===== src/rtl/game_ctrl.sv =====
// game_ctrl: flap-button synchroniser/debouncer, IDLE/PLAY/PAUSE/DEAD sequencer and session high score.
// Optional feature: define GAME_CTRL_HISCORE_EN to build the high-score register (otherwise tied to 0).
module game_ctrl #(
    parameter logic [19:0] DEB_CYCLES = 20'd500000,
    parameter logic [25:0] DEAD_HOLD  = 26'd50000000
) (
    input  logic       clk,
    input  logic       rst_n,
    input  logic       btn_raw,
    input  logic       pause_sw,
    input  logic       isDead,
    input  logic [7:0] score,
    output logic [1:0] state,
    output logic       up_button,
    output logic       restart,
    output logic [7:0] high_score
);
    typedef enum logic [1:0] {
        IDLE  = 2'b00,
        PLAY  = 2'b01,
        DEAD  = 2'b10,
        PAUSE = 2'b11
    } state_t;

    state_t      r_state, w_next;
    logic        r_s1, r_s2, r_deb, r_deb_q, r_press, r_restart;
    logic [19:0] r_cnt;
    logic [25:0] r_hold;
    logic        w_to_dead, w_to_idle;

    // Level is accepted only after DEB_CYCLES consecutive samples disagree with it.
    always_ff @(posedge clk) begin
        if (!rst_n) begin
            r_s1    <= 1'b0;
            r_s2    <= 1'b0;
            r_deb   <= 1'b0;
            r_deb_q <= 1'b0;
            r_press <= 1'b0;
            r_cnt   <= '0;
        end else begin
            r_s1    <= btn_raw;
            r_s2    <= r_s1;
            if (r_s2 == r_deb) begin
                r_cnt <= '0;
            end else if (r_cnt == DEB_CYCLES - 20'd1) begin
                r_deb <= r_s2;
                r_cnt <= '0;
            end else begin
                r_cnt <= r_cnt + 20'd1;
            end
            r_deb_q <= r_deb;
            r_press <= r_deb & ~r_deb_q;
        end
    end

    always_comb begin
        w_next    = r_state;
        w_to_dead = 1'b0;
        w_to_idle = 1'b0;
        case (r_state)
            IDLE:  if (r_press) w_next = PLAY;
            PLAY: begin
                if (isDead) begin
                    w_next    = DEAD;
                    w_to_dead = 1'b1;
                end else if (pause_sw) begin
                    w_next = PAUSE;
                end
            end
            PAUSE: if (!pause_sw) w_next = PLAY;
            DEAD: begin
                if (r_hold == '0 && r_press) begin
                    w_next    = IDLE;
                    w_to_idle = 1'b1;
                end
            end
            default: w_next = IDLE;
        endcase
    end

    // Hold counter is only meaningful while DEAD; it is reloaded on every entry.
    always_ff @(posedge clk) begin
        if (!rst_n) begin
            r_state   <= IDLE;
            r_hold    <= '0;
            r_restart <= 1'b0;
        end else begin
            r_state   <= w_next;
            r_restart <= w_to_idle;
            if (w_to_dead)
                r_hold <= DEAD_HOLD - 26'd1;
            else if (r_state == DEAD && r_hold != '0)
                r_hold <= r_hold - 26'd1;
        end
    end

    assign state     = r_state;
    assign up_button = r_press && (r_state == PLAY);
    assign restart   = r_restart;

`ifdef GAME_CTRL_HISCORE_EN
    logic [7:0] r_high;

    always_ff @(posedge clk) begin
        if (!rst_n)
            r_high <= 8'd0;
        else if (w_to_dead && score > r_high)
            r_high <= score;
    end

    assign high_score = r_high;
`else
    logic w_unused_score;

    assign w_unused_score = ^score;
    assign high_score     = 8'd0;
`endif

endmodule


===== config.mk =====
export PLATFORM = sky130hd
export DESIGN_NAME = game_ctrl
export DESIGN_NICKNAME = d
export VERILOG_FILES = /design/src/rtl/game_ctrl.sv
export SDC_FILE = /design/constraint.sdc
export NUM_CORES = 1
export LEC_CHECK = 0
export ABC_AREA = 0
export CAP_MARGIN = 20
export CORE_UTILIZATION = 25
export DETAILED_ROUTE_END_ITERATION = 10
export DONT_BUFFER_PORTS = 1
export GPL_TIMING_DRIVEN = 0
export PLACE_DENSITY = 0.5
export SYNTH_ARGS = -nofsm -noshare
export SYNTH_HDL_FRONTEND = slang
export SYNTH_SLANG_ARGS = --single-unit

===== constraint.sdc =====
create_clock -name clk -period 2.38 [get_ports clk]
set_input_delay 0.595 -clock clk [delete_from_list [all_inputs] [get_ports clk]]
set_output_delay 0.595 -clock clk [all_outputs]
set_load 0.005 [all_outputs]

==> impl_results.md <==
* Register area share after synthesis at 42.6%
* RSZ-0062 raised after global routing: yes
* Worst Hold Class: register to register
* DRC at 0
* Initial core utilization at 25.8%
* Overflow after GRT at 0
* Failing checks: negative setup slack
* Area Growth Syn to Fin at 19.1%
* Pins Over Slew Limit at 0
* Routed WL at 5700 um
* Top-area cell type share of the netlist area at 42.6%
* Worst-path clk slew at 110 ps
* Fin crit period at 2530 ps
* Clk_lat worst skew at 310 ps
* CTS buffer count at 5
* Mapped Area at 0.00254 mm2
* Crit. End Element: register
* Longest Clk Path Bufs at 2
* Status: finished with violations
* Top post-synthesis cells by area: dfxtp_1 43%, nor2_1 5.2%, o31ai_1 4.4%
* Routed Antenna Nets at 0
* Final #Nets at 329
* Max VDD drop at 0.251 mV
* Drt initial violations at 70
* Final worst-path cycle share at 106%
* Yosys warns at 0
* CP max FO at 4
* Die area at 0.0106 mm2
* Top FF cell, synth: dfxtp_1
* Post-Place Cells at 430
* Seq cells post-synth at 54
* Clock root buffer: clkbuf_8
* Vias at 2141
* Cell taking the most area after synthesis: dfxtp_1
* First-pass GRT wire length at 9350 um
* 1st-pass router iterations at 5
* Largest net degree at the start of global routing at 20
* GRT Total Usage at 11.4%
* Final hold vios at 0
* Number of distinct library cells after synthesis at 41
* CTS H-Tree Depth at 2
* Initial antenna violation count at 0
* FF-to-FF Start: r_hold[9]$_SDFFE_PP0P_
* Max-cap viol count at 0
* Non-Filler Instances at 448
* Async SR Flop Fraction at 0%
* Clock Sinks at 54
* Mean Syn Cell Area at 8.75 um2
* Gpl congestion at 0.754
* Number of flops mapped to enable cells by yosys at 0
* Fill cells at 1091
* Design Power at 0.00149 W
* Cells after Synth at 290
* HPWL Detailed at 3750 um
* Worst Tran Pin Value at 658 ps
* Layout cells sized above 1 at 21.0%
* Worst Skew at 15.3 ps
* Antenna Cells at 0
* Post-CTS Hold Buffers at 0
* IO Port Bufs at 0
* Vias/cell at 4.78
* Die W at 103 um
* Setup ws final at -149 ps
* Setup-failing EPs final at 2
* Power Dens Cells at 492 mW/mm2
* Highest clock rate at 0.395 GHz
* I/O Pins at 25
* Cell area after placement at 0.00275 mm2
* WS Path Type: register to register
* Critical path startpoint: r_hold[9]$_SDFFE_PP0P_
* Hold Crit Start: r_deb_q$_SDFF_PN0_
* TritonCTS clock tree: yes
* Die Y at 103 um
* Core area at 0.00982 mm2
* Max_slew headroom at 55.9%
* Final Cell Area at 0.00302 mm2
* Critical path arrival at 2770 ps
* Vias in the first global route at 1961
* Lkg Pwr at 1.04 nW
* WL per Instance at 12.7 um
* Required @ worst endpoint at 2620 ps
* Worst setup SP type: register
* Std-Cell Rows at 36
==> cell usage after synthesis (6+ instances only) <==
master    instances
dfxtp_1          54
nor2_1           35
a31oi_1          15
nand2_1          15
o31ai_1          15
or4_1            15
clkbuf_1         10
xnor2_1          10
xor2_1           10
a21oi_1           9
buf_4             8
nand3_1           8
or3_1             8
nor3_1            7
o21ai_0           7
nor4_1            6
==> path summary, 6_finish.rpt <==
path	slack, ps	cells after the start	endpoint
setup / recovery	-150	5	r_hold[22]$_SDFFE_PN0P_
hold / removal	390	1	r_press$_SDFF_PN0_
setup reg to reg	-150	5	r_hold[22]$_SDFFE_PN0P_
hold reg to reg	390	1	r_press$_SDFF_PN0_
==> where the power goes <==
| group | switching (W) | leakage, nW | internal, W | total (W) |
|---|---|---|---|---|
| registers | 0.00000125 | 0.438 | 0.000904 | 0.000905 |
| clock network | 0.000331 | 0.0502 | 0.000219 | 0.000550 |
| logic | 0.0000180 | 0.550 | 0.0000128 | 0.0000308 |
==> cell type report <==
class	count	area [um2]	share of cell area, %
buffer	17	121	4.02
clock buffer	5	68.8	2.28
clock inverter	3	28.8	0.953
inverter	5	18.8	0.621
multi-input combinational	218	1430	47.4
sequential	54	1090	36.0
tap	133	166	5.51
timing repair buffer	13	95.1	3.15
==> per-layer routing <==
| layer | up-vias | part of all wire [%] | track usage [%] |
|---|---|---|---|
| met5 | - | 0 | 0 |
| met4 | 0 | 0.63 | 3.30 |
| li1 | 1103 | - | - |
| met2 | 27 | 48 | 19.2 |
| met3 | 2 | 2.6 | 2.64 |
| met1 | 1009 | 49 | 14.6 |
==> sequential cells by signal (all words and copies together) (netlist names) <==
register and count:
state 2, r_cnt 20, r_s2 1, restart 1, r_deb 1, r_deb_q 1, r_press 1, r_hold 26
r_s1 1
==> critical path, stage by stage (launching register included) <==
cell and delay [ps]:
dfxtp_4 360, or4_4 530, or4_4 440, or4_4 450, or4_1 510, a31oi_1 170
==> placed cells by master (no fill, tap or decap), types with 3 or more instances in the layout <==
| cell | instances |
|---|---|
| or2_2 | 4 |
| or4_1 | 14 |
| xnor2_1 | 10 |
| or4_4 | 3 |
| or3_2 | 5 |
| buf_4 | 20 |
| nand2_1 | 15 |
| dfxtp_1 | 50 |
| nor4_1 | 5 |
| xor2_1 | 10 |
| nor3_1 | 5 |
| inv_1 | 3 |
| conb_1 | 8 |
| o41ai_1 | 3 |
| clkbuf_8 | 5 |
| o31ai_1 | 13 |
| a31oi_1 | 15 |
| nand4_1 | 5 |
| a21oi_1 | 9 |
| o21ai_0 | 7 |
| nor2_1 | 35 |
| nand3_1 | 8 |
| and2_1 | 4 |
| dfxtp_2 | 3 |
| or3_1 | 6 |
| clkbuf_1 | 5 |
==> stage by stage <==
step	setup slack (ps)	setup TNS [ps]	util [%]	hold slack, ps
finish	-149	-260	30.8	390
global route	-220	-448	30.8	365
CTS	-183	-345	30.3	378
detailed placement	-280	-4270	28.0	372
global placement	-268	-4030	28.0	375
floorplan	-130	-205	-	367
==> logic make-up (layout without fill, tap and decap cells) <==
| kind of cell | Yosys count | after routing | share of synthesized area [%] |
|---|---|---|---|
| AOI/OAI and AO/OA | 55 | 55 | 14.3 |
| xor gates and xnor gates | 20 | 20 | 6.91 |
| adders and majority gates | 2 | 2 | 0.987 |
| buffers and inverters | 25 | 43 | 4.98 |
| DFF | 54 | 54 | 42.6 |
| muxes | 2 | 2 | 0.789 |
| other | 1 | 8 | 0.148 |
| and+or+nand+nor | 131 | 131 | 29.3 |
==> what timing repair did <==
action,in CTS,in global routing
gates cloned,1,0
setup buffers,6,6
pin swaps,1,6
endpoints found under the setup margin,24,26
resized for setup,19,7
Power figures use the tool's default switching activity.
